===== src/rtl/uartdev.sv =====
// Bus-mapped UART transmitter: TX FIFO, programmable bit divisor, STATUS/DIV registers.
// Define UARTDEV_PARITY_EN to add an even-parity bit (11-bit frame instead of 10).
module uartdev #(
    parameter int          FIFO_DEPTH  = 8,
    parameter logic [15:0] DIV_DEFAULT = 16'd434
) (
    input  logic        clk,
    input  logic        rst_n,
    input  logic        wen,
    input  logic [1:0]  waddr,
    input  logic [31:0] wdata,
    input  logic        ren,
    input  logic [1:0]  raddr,
    output logic [31:0] rdata,
    output logic        txd,
    output logic        irq
);

    localparam int PTR_W = $clog2(FIFO_DEPTH);
    localparam int CNT_W = PTR_W + 1;

    localparam logic [1:0] A_DATA   = 2'd0;
    localparam logic [1:0] A_STATUS = 2'd1;
    localparam logic [1:0] A_DIV    = 2'd2;

`ifdef UARTDEV_PARITY_EN
    typedef enum logic [2:0] {S_IDLE, S_START, S_DATA, S_PARITY, S_STOP} state_t;
`else
    typedef enum logic [2:0] {S_IDLE, S_START, S_DATA, S_STOP} state_t;
`endif

    // FIFO storage and bookkeeping
    logic [7:0]       r_mem [FIFO_DEPTH];
    logic [PTR_W-1:0] r_wptr;
    logic [PTR_W-1:0] r_rptr;
    logic [CNT_W-1:0] r_count;
    logic             w_full;
    logic             w_empty;
    logic             w_push;
    logic             w_pop;
    logic [3:0]       w_count4;

    // Register file
    logic             r_ovf;
    logic             w_ovf_set;
    logic             w_ovf_clr;
    logic [15:0]      r_div;
    logic [31:0]      r_rdata;
    logic [31:0]      w_rdata_nxt;

    // Transmitter
    state_t           r_state;
    state_t           w_state_nxt;
    logic [15:0]      r_cnt;
    logic [15:0]      r_div_lat;
    logic [7:0]       r_shift;
    logic [7:0]       w_shift_nxt;
    logic [2:0]       r_bit;
    logic             r_txd;
    logic             w_txd_nxt;
    logic             r_irq;
    logic             w_tick;
    logic             w_busy;
`ifdef UARTDEV_PARITY_EN
    logic             r_parity;
`endif

    logic             w_unused;
    assign w_unused = ^wdata[31:16];

    assign w_full    = (r_count == CNT_W'(FIFO_DEPTH));
    assign w_empty   = (r_count == '0);
    assign w_count4  = 4'(r_count);
    // Full is the pre-edge value, so a push is dropped even when a pop lands on the same edge.
    assign w_push    = wen && (waddr == A_DATA) && !w_full;
    assign w_ovf_set = wen && (waddr == A_DATA) && w_full;
    assign w_ovf_clr = ren && (raddr == A_STATUS);
    assign w_tick    = (r_cnt == 16'd0);
    assign w_busy    = (r_state != S_IDLE);

    assign rdata = r_rdata;
    assign txd   = r_txd;
    assign irq   = r_irq;

    always_ff @(posedge clk) begin
        if (w_push) begin
            r_mem[r_wptr] <= wdata[7:0];
        end
    end

    always_ff @(posedge clk or negedge rst_n) begin
        if (!rst_n) begin
            r_wptr  <= '0;
            r_rptr  <= '0;
            r_count <= '0;
        end else begin
            if (w_push) begin
                r_wptr <= r_wptr + PTR_W'(1);
            end
            if (w_pop) begin
                r_rptr <= r_rptr + PTR_W'(1);
            end
            case ({w_push, w_pop})
                2'b10:   r_count <= r_count + CNT_W'(1);
                2'b01:   r_count <= r_count - CNT_W'(1);
                default: r_count <= r_count;
            endcase
        end
    end

    always_comb begin
        w_rdata_nxt = 32'd0;
        case (raddr)
            A_STATUS: w_rdata_nxt = {20'd0, w_count4, 4'd0, r_ovf, w_busy, w_empty, w_full};
            A_DIV:    w_rdata_nxt = {16'd0, r_div};
            default:  w_rdata_nxt = 32'd0;
        endcase
    end

    always_ff @(posedge clk or negedge rst_n) begin
        if (!rst_n) begin
            r_div   <= DIV_DEFAULT;
            r_ovf   <= 1'b0;
            r_rdata <= 32'd0;
        end else begin
            if (wen && (waddr == A_DIV)) begin
                r_div <= (wdata[15:0] == 16'd0) ? 16'd1 : wdata[15:0];
            end
            // Set wins over the clear from a STATUS read in the same cycle.
            if (w_ovf_set) begin
                r_ovf <= 1'b1;
            end else if (w_ovf_clr) begin
                r_ovf <= 1'b0;
            end
            if (ren) begin
                r_rdata <= w_rdata_nxt;
            end
        end
    end

    always_ff @(posedge clk or negedge rst_n) begin
        if (!rst_n) begin
            r_state <= S_IDLE;
        end else begin
            r_state <= w_state_nxt;
        end
    end

    always_comb begin
        w_state_nxt = r_state;
        w_pop       = 1'b0;
        w_shift_nxt = r_shift;
        w_txd_nxt   = 1'b1;
        case (r_state)
            S_IDLE: begin
                if (!w_empty) begin
                    w_state_nxt = S_START;
                    w_pop       = 1'b1;
                end
            end
            S_START: begin
                if (w_tick) begin
                    w_state_nxt = S_DATA;
                end
            end
            S_DATA: begin
                if (w_tick && (r_bit == 3'd7)) begin
`ifdef UARTDEV_PARITY_EN
                    w_state_nxt = S_PARITY;
`else
                    w_state_nxt = S_STOP;
`endif
                end
            end
`ifdef UARTDEV_PARITY_EN
            S_PARITY: begin
                if (w_tick) begin
                    w_state_nxt = S_STOP;
                end
            end
`endif
            S_STOP: begin
                // Back-to-back frames: go straight to the next start bit with no idle gap.
                if (w_tick) begin
                    if (!w_empty) begin
                        w_state_nxt = S_START;
                        w_pop       = 1'b1;
                    end else begin
                        w_state_nxt = S_IDLE;
                    end
                end
            end
            default: w_state_nxt = S_IDLE;
        endcase

        if (w_pop) begin
            w_shift_nxt = r_mem[r_rptr];
        end else if ((r_state == S_DATA) && w_tick) begin
            w_shift_nxt = {1'b0, r_shift[7:1]};
        end

        case (w_state_nxt)
            S_START:  w_txd_nxt = 1'b0;
            S_DATA:   w_txd_nxt = w_shift_nxt[0];
`ifdef UARTDEV_PARITY_EN
            S_PARITY: w_txd_nxt = r_parity;
`endif
            default:  w_txd_nxt = 1'b1;
        endcase
    end

    always_ff @(posedge clk or negedge rst_n) begin
        if (!rst_n) begin
            r_cnt     <= 16'd0;
            r_div_lat <= DIV_DEFAULT;
            r_shift   <= 8'd0;
            r_bit     <= 3'd0;
            r_txd     <= 1'b1;
            r_irq     <= 1'b1;
`ifdef UARTDEV_PARITY_EN
            r_parity  <= 1'b0;
`endif
        end else begin
            r_shift <= w_shift_nxt;
            r_txd   <= w_txd_nxt;
            r_irq   <= (r_state == S_IDLE) && w_empty;
            // The divisor is captured once per frame so a DIV write never disturbs a frame in flight.
            if (w_pop) begin
                r_div_lat <= r_div;
                r_cnt     <= r_div - 16'd1;
                r_bit     <= 3'd0;
`ifdef UARTDEV_PARITY_EN
                r_parity  <= ^r_mem[r_rptr];
`endif
            end else if (r_state != S_IDLE) begin
                r_cnt <= w_tick ? (r_div_lat - 16'd1) : (r_cnt - 16'd1);
                if ((r_state == S_DATA) && w_tick) begin
                    r_bit <= r_bit + 3'd1;
                end
            end
        end
    end

endmodule


===== config.mk =====
export PLATFORM = sky130hd
export DESIGN_NAME = uartdev
export DESIGN_NICKNAME = d
export VERILOG_FILES = /design/src/rtl/uartdev.sv
export SDC_FILE = /design/constraint.sdc
export NUM_CORES = 1
export LEC_CHECK = 0
export BUFFER_PORTS_ARGS = -buffer_cell sky130_fd_sc_hd__buf_4
export CELL_PAD_IN_SITES_DETAIL_PLACEMENT = 1
export CELL_PAD_IN_SITES_GLOBAL_PLACEMENT = 1
export CORE_ASPECT_RATIO = 1.25
export CORE_MARGIN = 2
export CORE_UTILIZATION = 43
export CTS_CLUSTER_DIAMETER = 200
export DETAILED_ROUTE_END_ITERATION = 6
export PLACE_DENSITY_LB_ADDON = 0.1
export RECOVER_POWER = 100
export SYNTH_ARGS = -nofsm -noshare
export SYNTH_HDL_FRONTEND = slang
export SYNTH_SLANG_ARGS = --single-unit

===== constraint.sdc =====
create_clock -name clk -period 3.2 [get_ports clk]
set_input_delay 0.32 -clock clk [delete_from_list [all_inputs] [get_ports clk]]
set_output_delay 0.32 -clock clk [all_outputs]
set_load 0.05 [all_outputs]

After elaboration in Yosys (flattened, before gate mapping)
Memories as Yosys holds them, arrays and structs flattened.
Cells that the tools add are included.
{"block": "word_totals", "n_memories": 1, "register_bits": 107, "wordCells": 80, "output_inout_bits": 34, "ramBits": 64}
{"block": "op_classes", "muxes": 25, "addsub": 8, "n_reduce_logical": 20, "n_eq_ne": 12}
{"memory": "r_mem", "words": 8, "word_bits": 8, "read_ports": 1, "rd_ports_with_merged_regs": 0, "wr": 1, "line_no": "33", "rtl": "logic [7:0] r_mem [FIFO_DEPTH];"}
{"cell": "2-to-1 mux 16 bit", "n": 4}
{"cell": "subtractor 16 x 1 -> 16 bit (second input constant)", "n": 3}
{"cell": "logical NOT 16 bit", "n": 2}
{"cell": "case mux 16 bit (2 select lines)", "n": 1}
{"cell": "2-to-1 mux 3 bit", "n": 7}
{"cell": "2-to-1 mux 8 bit", "n": 2}
{"cell": "case mux 3 bit (4 select lines)", "n": 1}
{"cell": "adder 3 x 1 -> 3 bit (second input constant)", "n": 3}
{"cell": "== test 3 x 2 -> 1 bit (second input constant)", "n": 3}
{"cell": "logical AND 1 bit", "n": 8}
{"cell": "case mux 4 bit (2 select lines)", "n": 1}
{"cell": "nonzero test 2 bit", "n": 4}
{"cell": "2-to-1 mux 1 bit", "n": 7}
{"cell": "== test 2 bit (second input constant)", "n": 3}
{"cell": "== test 3 x 1 -> 1 bit (second input constant)", "n": 2}
{"cell": "adder 4 x 1 -> 4 bit (second input constant)", "n": 1}
{"cell": "== test 2 x 1 -> 1 bit (second input constant)", "n": 2}
{"cell": "== test 4 bit (second input constant)", "n": 1}
{"cell": "logical NOT 4 bit", "n": 1}
{"cell": "case mux 1 bit (2 select lines)", "n": 2}
{"cell": "subtractor 4 x 1 -> 4 bit (second input constant)", "n": 1}
{"cell": "== test 3 bit (second input constant)", "n": 1}
{"cell": "logical NOT 3 bit", "n": 1}
{"cell": "nonzero test 3 bit", "n": 1}
{"cell": "other kinds (3)", "n": 3}

Logic depth before layout (Yosys ltp)
Gate-level depths: netlist of the first run.
{"block": "depth", "word_depth": 6, "depth_mapped": 17, "ltp_nobuf": 11}

Least setup slack after synthesis of the first run
No wires, ideal clock.
{"block": "synth_timing", "kind": "reg2reg", "from": "register r_cnt[9]", "to": "register r_count[3]", "t_arrival_ns": 3.123, "path_buffers": 4, "path_slack_ns": -0.048, "path_stages_with_launch": 16, "setup_time_ns": 0.125, "t_required_ns": 3.075, "path_cell_list": "dfrtp_1 -> nor4_1 -> nand4_1 -> a21o_1 -> buf_6 -> inv_4 -> buf_6 -> clkbuf_1 -> clkbuf_1 -> ha_1 -> ha_1 -> a21o_1 -> a21oi_1 -> xnor2_1 -> nor2_1 -> xor2_1"}
{"block": "synth_via", "elab_chain_len": 5, "elab_cells_between_ends": 7}
{"element": "start, declared", "line_no": "54", "rtl": "logic [15:0] r_cnt;"}
{"element": "start signal, assigned", "line_no": "230", "rtl": "r_cnt <= r_div - 16'd1;"}
{"element": "start signal, assigned", "line_no": "236", "rtl": "r_cnt <= w_tick ? (r_div_lat - 16'd1) : (r_cnt - 16'd1);"}
{"element": "logical NOT 16 bit *", "line_no": "78", "rtl": "assign w_tick = (r_cnt == 16'd0);"}
{"element": "2-to-1 mux 1 bit *", "line_no": "184", "rtl": "if (w_tick) begin"}
{"element": "case mux 1 bit (2 select lines) *", "line_no": "154", "rtl": "case (r_state)"}
{"element": "via w_pop", "line_no": "40", "rtl": "logic w_pop;"}
{"element": "== test 2 x 1 -> 1 bit or == test 2 bit (tied branches)", "line_no": "103", "rtl": "case ({w_push, w_pop})"}
{"element": "case mux 4 bit (2 select lines) or nonzero test 2 bit (tied branches)"}
{"element": "end signal, assigned", "line_no": "104", "rtl": "2'b10: r_count <= r_count + CNT_W'(1);"}
{"element": "end signal, assigned", "line_no": "105", "rtl": "2'b01: r_count <= r_count - CNT_W'(1);"}
{"element": "end signal, assigned", "line_no": "106", "rtl": "default: r_count <= r_count;"}
{"element": "end, declared", "line_no": "36", "rtl": "logic [CNT_W-1:0] r_count;"}
The timed path passes the listed nets; every way through them passes the cells marked *.
A chain may end at the register's enable or synchronous reset.

Final worst setup path of the first run
{"block": "layout_timing", "from": "register r_count[1]", "to": "register r_cnt[15]"}
{"block": "layout_via", "elab_chain_len": 5, "elab_cells_between_ends": 6}
{"element": "logical NOT 4 bit *", "line_no": "72", "rtl": "assign w_empty = (r_count == '0);"}
{"element": "2-to-1 mux 1 bit *", "line_no": "156, 185"}
{"element": "2-to-1 mux 1 bit", "line_no": "184"}
{"element": "case mux 1 bit (2 select lines) *", "line_no": "154"}
{"element": "2-to-1 mux 16 bit or nonzero test 2 bit (tied branches)"}
Mark *: on every way between the ends. The rest lies on a longest branch, timed or not.

==> results of run 1 <==
==> worst max path at each step <==
stage	startpoint	end	slack, ns	cells past startpoint
finish	r_count[1]	r_cnt[15]	0.19	10
global route	r_cnt[9]	r_count[3]	-0.04	13
CTS	r_count[1]	r_cnt[8]	0.01	11
detailed placement	r_cnt[9]	r_count[3]	0.1	13
global placement	r_cnt[9]	r_count[3]	0.18	13
floorplan	r_count[0]	r_count[3]	0.03	17
==> synthesized netlist by cell type (10+ instances only) <==
library cell / instances / area (um2)
buf_4: 16 / 120
nor4_1: 10 / 62.6
dfrtp_1: 79 / 1980
clkbuf_1: 25 / 93.8
dfstp_2: 12 / 315
o21ai_0: 19 / 95.1
inv_1: 27 / 101
nand3_1: 18 / 90.1
mux2i_1: 13 / 130
nor2_1: 22 / 82.6
xnor2_1: 14 / 123
nand2_1: 90 / 338
edfxtp_1: 64 / 1920
mux2_2: 16 / 180
ha_1: 10 / 125
a21oi_1: 23 / 115
mux4_2: 16 / 360
==> flip-flops by register name (all words and copies together) (netlist names), 3 cells and up <==
register / count
r_wptr: 3
r_cnt: 16
r_bit: 3
r_state: 3
r_div_lat: 16
r_rptr: 3
r_shift: 8
r_count: 4
r_mem: 64
r_div: 16
rdata: 16
==> per-layer routing <==
layer	track usage (%)	vias up	part of all wire, %
li1	-	2177	-
met2	35.5	72	51
met5	0	-	0
met4	6.51	0	2.1
met3	4.15	21	3.0
met1	26.3	2370	44
==> cell type report <==
cell class                 instances  area (um2)  share of cell area, %
inverter                          28         108                   1.30
timing repair buffer              81         498                   6.02
clock buffer                      17         425                   5.15
multi-input combinational        362        2540                   30.8
sequential                       155        4210                   51.0
tap                              216         270                   3.27
clock inverter                    15         206                   2.50
==> through the flow <==
stage / cells / setup TNS, ns / area (um2) / power [W]
finish: 874 / 0 / 8270 / 0.00701
global route: 874 / -0.0480 / 8270 / 0.00744
CTS: 868 / 0 / 8290 / 0.00704
detailed placement: 835 / 0 / 7640 / 0.00494
global placement: 835 / 0 / 7640 / 0.00483
floorplan: 591 / 0 / 7080 / 0.00430
==> worst register-to-register path: stages, from the launching register on <==
cell	delay, ns
dfrtp_1	0.39
or4_4	0.62
nand3_4	0.12
a21o_1	0.14
inv_4	0.09
a222oi_1	0.52
nand4_1	0.34
nor3_4	0.31
nand3_1	0.13
xor2_1	0.15
o21ai_1	0.13
==> power breakdown <==
| part | switching (W) | leakage, nW | internal (W) |
|---|---|---|---|
| Clock | 0.000975 | 0.304 | 0.00108 |
| Sequential | 0.000411 | 1.69 | 0.00252 |
| Combinational | 0.00111 | 1.37 | 0.000919 |
==> timing repair <==
item,in CTS,in global routing
hold buffers,1,0
endpoints found under the setup margin,0,10
setup buffers,0,6
gates resized for setup,0,7
hold endpoints to repair,39,0
==> cells by family (layout without fill, tap and decap cells) <==
group / Yosys count / in the layout / share of synthesized area [%]
muxes: 45 / 45 / 9.55
AOI/OAI and AO/OA: 91 / 91 / 8.27
xor gates and xnor gates: 22 / 22 / 2.74
buffers and inverters: 74 / 141 / 5.28
and+or+nand+nor: 176 / 176 / 12.0
DFF: 155 / 155 / 60.0
adders and majority gates: 11 / 11 / 2.07
other: 1 / 17 / 0.0534
==> results.toml, run 1 <==
[status]
outcome = "finished, violations left"
violations = "capacitance limit, slew limit"

[pwr]
leakage_nw = 3.36
pwr_density_cell_nw_per_um2 = 848
vdd_drop_max_uv = 381

[critical_path]
rrSetupSlack_ns = 0.19
startpoint_type = "register"
path_max_fanout = 13
critPathArrivalTime_ns = 3.36
r2r_cells = 10
cp-end-kind = "register"
rr_endpoint = "r_cnt[15]"
cp_slowest_stage_delay_ns = 0.62
path_class = "reg -> reg"
r2r_start = "r_count[1]"
required_ns = 3.55
cp.buffers_inverters = 1
timing.critical_path.cells = "or4_4 -> nand3_4 -> a21o_1 -> inv_4 -> a222oi_1 -> nand4_1 -> nor3_4 -> nand3_1 -> xor2_1 -> o21ai_1"
critical_path.slowest_cell = "or4_4"
critical-path-top-delay-family = "simple AND/OR/NAND/NOR gates"

[routing]
drcViolationCount = 0
wl_per_cell_um = 19.1
vias_per_cell = 5.31
routed_wl_um = 16700
drt.antenna.violating_nets = 0
vias = 4640
drt_iter0_drc = 170
dr.pass1.iters = 4

[timing]
report.final.slew_viol_count = 46
holdWs_ns = 0.133
fin_crit_sh_pct = 94.1
skew_ns = 0.00949
setup_violations = 0
worst_slew_pin_slew_ns = 2.49
slew_headroom_pct = -66.3
min_period_ns = 3.01
fin_ws_ns = 0.190
finalHoldViolCount = 0
fmax_mhz = 332

[clock_tree]
clk_pin_slew_ns = 0.07
cts.sinks = 155
cts-root-buf = "clkbuf_16"
cts_made_buffers = 17
cts.htree.levels = 4
clk_latency_ns = 0.43
cts_tree = "yes"
clockBufferDepth = 2

[global_route]
globalRouteOverflowTotal = 0
grt_max_degree = 46
grt_usage_pct = 20.6
grt_pass1_vias = 5128
antenna_found_initial = 0
grt_pass1_wl_um = 27500

[job]
cap_violations = 1

[synth]
synth-seq-cells = 155
synth-async-reset-ratio_pct = 58.7
syn_area_um2 = 7020
synth_edf_count = 64
synthCells = 575
syn_avg_cell_area_um2 = 12.2
ys.flop_type = "dfrtp_1"
synth_cell_types = 55
ys_warn_count = 0
ys_seq_area_share_pct = 60.0

[layout]
n_antenna_cell = 0
layout-drive-gt1-share_pct = 21.4
area_growth_pct = 17.7
final_core_util_pct = 51.4
nets = 696
final_common_cell = "nand2_1"
layout_common_cells = "nand2_1 (90), dfrtp_1 (79), edfxtp_1 (64)"
fill_cells = 1709

[place]
place_ws_ns = 0.0977
dpl.hpwl_um = 11800
routabilityCongestion = 0.830
portBuffers = 41

[worst_hold_path]
worstHoldEndpoint = "r_div[15]"
hp-start = "wdata[15]"
hold_depth = 2
min_path_type = "in -> reg"

[die]
dieArea_um2 = 17400
die_x_um = 118
dieHeight_um = 147
start_util_pct = 43.7
num_rows = 52
ios = 74
core_area_um2 = 16100
Note: power is estimated with default switching activity, not from simulation.
==> run 2: changes to the inputs <==
==> constraint.sdc (replaced) <==
create_clock -name clk -period 2.7 [get_ports clk]
set_input_delay 0.27 -clock clk [delete_from_list [all_inputs] [get_ports clk]]
set_output_delay 0.27 -clock clk [all_outputs]
set_load 0.05 [all_outputs]
==> results.toml, run 2 (synthesis results as in run 1) <==
[timing]
skew_ns = 0.00729
rsz0062_at_grt = "yes"
report.final.slew_viol_count = 0
finalHoldViolCount = 0
worst_slew_pin_slew_ns = 1.31
fin_crit_sh_pct = 109
slew_headroom_pct = 12.8
fin_ws_ns = -0.232
setup_violations = 12
min_period_ns = 2.93
holdWs_ns = 0.0830
fmax_mhz = 341

[critical_path]
critical_path.slowest_cell = "or4_4"
timing.critical_path.cells = "or4_4 -> nand3_4 -> a21o_1 -> inv_4 -> buf_6 -> buf_6 -> a222oi_1 -> nand2_1 -> buf_6 -> nor3_4 -> nand2_1 -> xnor2_1 -> o21ai_1"
cp.buffers_inverters = 4
required_ns = 3.02
cpMostUsedCell = "buf_6"
path_class = "reg -> reg"
cp_slowest_stage_delay_ns = 0.59
critPathArrivalTime_ns = 3.25
startpoint_type = "register"
critical-path-top-delay-family = "simple AND/OR/NAND/NOR gates"
cp-end-kind = "register"
path_max_fanout = 6

[layout]
top_register = "r_mem"
layout_common_cells = "buf_4 (101), nand2_1 (88), dfrtp_1 (79)"
fill_cells = 1747
area_growth_pct = 26.3
largest_register_ffs = 64
nets = 767
layout-drive-gt1-share_pct = 30.3
n_antenna_cell = 0
final_common_cell = "buf_4"

[pwr]
pwr_density_cell_nw_per_um2 = 1020
vdd_drop_max_uv = 523
leakage_nw = 3.69

[die]
core_area_um2 = 16100
start_util_pct = 43.7
die_x_um = 118
num_rows = 52
dieHeight_um = 147
ios = 74
dieArea_um2 = 17400

[global_route]
antenna_found_initial = 0
grt_pass1_wl_um = 29300
grt_pass1_vias = 5437
grt_usage_pct = 22.2
globalRouteOverflowTotal = 0
grt_max_degree = 52

[routing]
vias_per_cell = 5.23
vias = 4946
routed_wl_um = 18300
wl_per_cell_um = 19.3
drt_iter0_drc = 280
drcViolationCount = 0
dr.pass1.iters = 5
drt.antenna.violating_nets = 0

[clock_tree]
cts.sinks = 155
clk_pin_slew_ns = 0.07
cts.htree.levels = 4
clk_latency_ns = 0.43
cts-root-buf = "clkbuf_16"
cts_made_buffers = 17
clockBufferDepth = 2
cts_tree = "yes"

[status]
violations = "setup timing"
outcome = "finished, violations left"

[job]
cap_violations = 0

[place]
routabilityCongestion = 0.854
dpl.hpwl_um = 12600
portBuffers = 41
place_ws_ns = -0.316

[worst_hold_path]
min_path_type = "in -> reg"
-- run 2: cell count changes in the layout (fill, tap and decap cells not counted), sizes merged --
cell / before / now
clkbuf: 48 / 58
inv: 35 / 38
clkinv: 8 / 5
buf: 49 / 110
-- run 2: layer usage --
layer	part of all wire, %	routed length [um]	up-vias	track usage [%]
li1	-	-	2311	-
met4	2.8	516	0	9.64
met2	52	9540	106	38.3
met3	3.9	705	34	4.19
met1	41	7490	2495	27.2
met5	0	0	-	0
-- run 2: through the flow --
step           util, %  area (um2)  instances  setup TNS (ns)  total power, W
2_1_floorplan        -        7130        591           -2.81         0.00514
3_3_place_gp      50.3        8090        889           -1.51         0.00622
3_5_place_dp      50.3        8090        889           -2.35         0.00634
4_1_cts           55.6        8940        940          -0.940         0.00903
5_1_grt           55.2        8860        945           -3.05         0.00952
6_report          55.2        8860        945           -1.77         0.00900
-- run 2: worst reg2reg max path: stages, from the launching register on --
cell      delay, ns
dfrtp_1        0.38
or4_4          0.59
nand3_4        0.09
a21o_1         0.15
inv_4          0.07
buf_6          0.12
buf_6          0.10
a222oi_1       0.37
nand2_1        0.15
buf_6          0.17
nor3_4         0.27
nand2_1        0.12
xnor2_1        0.17
o21ai_1        0.08
-- run 2: final timing paths --
| check | startpoint | end | slack (ns) | cells after the start |
|---|---|---|---|---|
| worst max-delay path | r_count[1] | r_cnt[9] | -0.23 | 13 |
| worst min-delay path | wdata[10] | r_div[10] | 0.08 | 2 |
| worst max register to register | r_count[1] | r_cnt[9] | -0.23 | 13 |
| worst min register to register | r_div_lat[7] | r_div_lat[7] | 0.48 | 2 |
| max in group asynchronous | rst_n | r_div_lat[7] | 0.81 | 3 |
| min in group asynchronous | rst_n | r_cnt[4] | 0.68 | 2 |
-- run 2: layout make-up --
| class | count | area [um2] | area share, % |
|---|---|---|---|
| Multi-Input combinational cell | 362 | 2640 | 29.8 |
| Timing Repair Buffer | 152 | 1040 | 11.7 |
| Clock buffer | 17 | 425 | 4.80 |
| Inverter | 28 | 108 | 1.21 |
| Tap cell | 216 | 270 | 3.05 |
| Clock inverter | 15 | 169 | 1.91 |
| Sequential cell | 155 | 4210 | 47.5 |
-- run 2: what timing repair did --
| action | 4_1_cts | 5_1_grt |
|---|---|---|
| pin swaps | 25 | 23 |
| gates resized for setup | 18 | 13 |
| setup buffers | 18 | 6 |
| endpoints found under the setup margin | 12 | 14 |
| hold buffers | 1 | 0 |
| endpoints found under the hold margin | 42 | 0 |
-- run 2: power by group --
| part | switching [W] | internal, W | total (W) |
|---|---|---|---|
| combinational | 0.00162 | 0.00160 | 0.00322 |
| sequential | 0.000419 | 0.00299 | 0.00341 |
| clock | 0.00113 | 0.00125 | 0.00238 |
| total | 0.00316 | 0.00584 | 0.00900 |
==> run 3: changes to the inputs <==
--- a/config.mk
+++ b/config.mk
@@ -5,14 +5,14 @@
 export SDC_FILE = /design/constraint.sdc
 export NUM_CORES = 1
 export LEC_CHECK = 0
-export BUFFER_PORTS_ARGS = -buffer_cell sky130_fd_sc_hd__buf_4
 export CELL_PAD_IN_SITES_DETAIL_PLACEMENT = 1
 export CELL_PAD_IN_SITES_GLOBAL_PLACEMENT = 1
 export CORE_ASPECT_RATIO = 1.25
 export CORE_MARGIN = 2
-export CORE_UTILIZATION = 43
+export CORE_UTILIZATION = 46
 export CTS_CLUSTER_DIAMETER = 200
 export DETAILED_ROUTE_END_ITERATION = 6
+export DONT_BUFFER_PORTS = 1
 export PLACE_DENSITY_LB_ADDON = 0.1
 export RECOVER_POWER = 100
 export SYNTH_ARGS = -nofsm -noshare
==> results.toml, run 3 (synthesis results as in run 1) <==
[routing]
drt.antenna.violating_nets = 0
routed_wl_um = 17700
vias_per_cell = 5.43
drcViolationCount = 0
wl_per_cell_um = 20.3
drt_iter0_drc = 227
dr.pass1.iters = 4
vias = 4740

[die]
start_util_pct = 47.0
num_rows = 50
core_area_um2 = 15000
dieHeight_um = 142
ios = 74
die_x_um = 114
dieArea_um2 = 16300

[timing]
worst_slew_pin_slew_ns = 2.27
min_period_ns = 2.95
skew_ns = 0.00953
holdWs_ns = 0.0162
setup_violations = 11
finalHoldViolCount = 0
report.final.slew_viol_count = 92
fin_crit_sh_pct = 109
fin_ws_ns = -0.252
slew_headroom_pct = -51.2
rsz0062_at_grt = "yes"
fmax_mhz = 339

[global_route]
grt_max_degree = 92
grt_pass1_vias = 5192
grt_usage_pct = 23.5
globalRouteOverflowTotal = 0
antenna_found_initial = 0
grt_pass1_wl_um = 28400

[worst_hold_path]
hold_depth = 2
worstHoldEndpoint = "rdata[12]"
min_path_type = "in -> reg"
hp-start = "ren"

[layout]
layout-drive-gt1-share_pct = 29.7
top_register = "r_mem"
regArea_um2 = 4210
area_growth_pct = 25.1
fill_cells = 1533
layout_common_cells = "nand2_1 (88), buf_4 (82), dfrtp_1 (79)"
n_antenna_cell = 0
nets = 729
largest_register_ffs = 64
final_common_cell = "nand2_1"
fin_cells = 873
multiInputGateArea_um2 = 2740

[pwr]
vdd_drop_max_uv = 496
leakage_nw = 3.63
p_comb_share_pct = 34.5
pwr-share-clk_pct = 26.0
swShare_pct = 35.1
p_int_w = 0.00582
switching_power_w = 0.00315
seqPwrFrac_pct = 39.6
pwr_density_cell_nw_per_um2 = 1020
totalPowerFinal_w = 0.00897

[place]
routabilityCongestion = 0.787
dpl.hpwl_um = 12000
portBuffers = 0
dp.cells = 810

[clock_tree]
cts.htree.levels = 4
cts-root-buf = "clkbuf_16"
clk_latency_ns = 0.42
clk_pin_slew_ns = 0.07
cts_made_buffers = 17
clockBufferDepth = 2
cts_tree = "yes"
cts.sinks = 155

[status]
outcome = "finished, violations left"
violations = "capacitance limit, slew limit, setup timing"

[critical_path]
r2r_cells = 11
required_ns = 3.01
startpoint_type = "register"
path_class = "reg -> reg"
rrSetupSlack_ns = -0.25
cp-end-kind = "register"
critPathArrivalTime_ns = 3.26
rr_endpoint = "r_cnt[13]"
r2r_start = "r_count[1]"
path_max_fanout = 4

[job]
cap_violations = 1
==> run 3: layout make-up <==
class	instances	area share [%]
clock inverter	15	1.85
multi-input combinational	362	31.1
inverter	28	1.25
sequential	155	48.0
timing repair buffer	114	10.4
clock buffer	17	4.84
tap	182	2.59
==> run 3: routing by layer <==
metal / GRT usage [%] / vias to the layer above / wire length [um]
met4: 6.68 / 0 / 243
met1: 28.8 / 2409 / 7280
met5: 0 / - / 0
met2: 42.1 / 76 / 9660
met3: 4.47 / 18 / 528
li1: - / 2237 / -
==> run 3: worst max path at each step <==
stage	start	to	slack (ns)	cells after the start
after floorplan	r_count[0]	r_cnt[10]	-0.30	15
after global placement	r_count[1]	r_cnt[10]	-0.17	12
after detailed placement	r_count[1]	r_cnt[10]	-0.29	12
after CTS	r_count[2]	r_cnt[10]	-0.20	13
after global routing	r_count[1]	r_cnt[13]	-0.43	11
final	r_count[1]	r_cnt[13]	-0.25	11
==> run 3: worst max-delay path: stages, from the launching register on <==
cell and delay, ns:
dfrtp_1 0.38, or4_4 0.59, nand3_4 0.09, a21o_1 0.16, inv_4 0.06, buf_6 0.12, a222oi_1 0.49, nand4_1 0.28
nor3_4 0.27, nand3b_1 0.14, xor2_1 0.19, o21ai_1 0.08
==> run 3: power by group through the flow <==
stage / Combinational (W) / Clock [W] / Sequential (W)
4_1_cts: 0.00293 / 0.00237 / 0.00354
3_5_place_dp: 0.00265 / 0 / 0.00355
2_1_floorplan: 0.00175 / 0 / 0.00339
3_3_place_gp: 0.00254 / 0 / 0.00352
6_report: 0.00309 / 0.00233 / 0.00355
5_1_grt: 0.00340 / 0.00246 / 0.00362
==> run 3: stage by stage <==
step	area, um2	worst slack (ns)	TNS [ns]	util (%)
after floorplan	7130	-0.304	-2.81	-
after global placement	7700	-0.172	-1.41	51.5
after detailed placement	7700	-0.295	-2.81	51.5
after CTS	8680	-0.197	-1.76	58.0
after global routing	8790	-0.428	-18.32	58.8
final	8790	-0.252	-1.99	58.8
==> run 3: repair_timing <==
item,4_1_cts,5_1_grt
endpoints found under the setup margin,14,14
pin swaps,23,25
hold buffers,19,0
endpoints found under the hold margin,186,0
resized for setup,22,22
buffers inserted,8,5
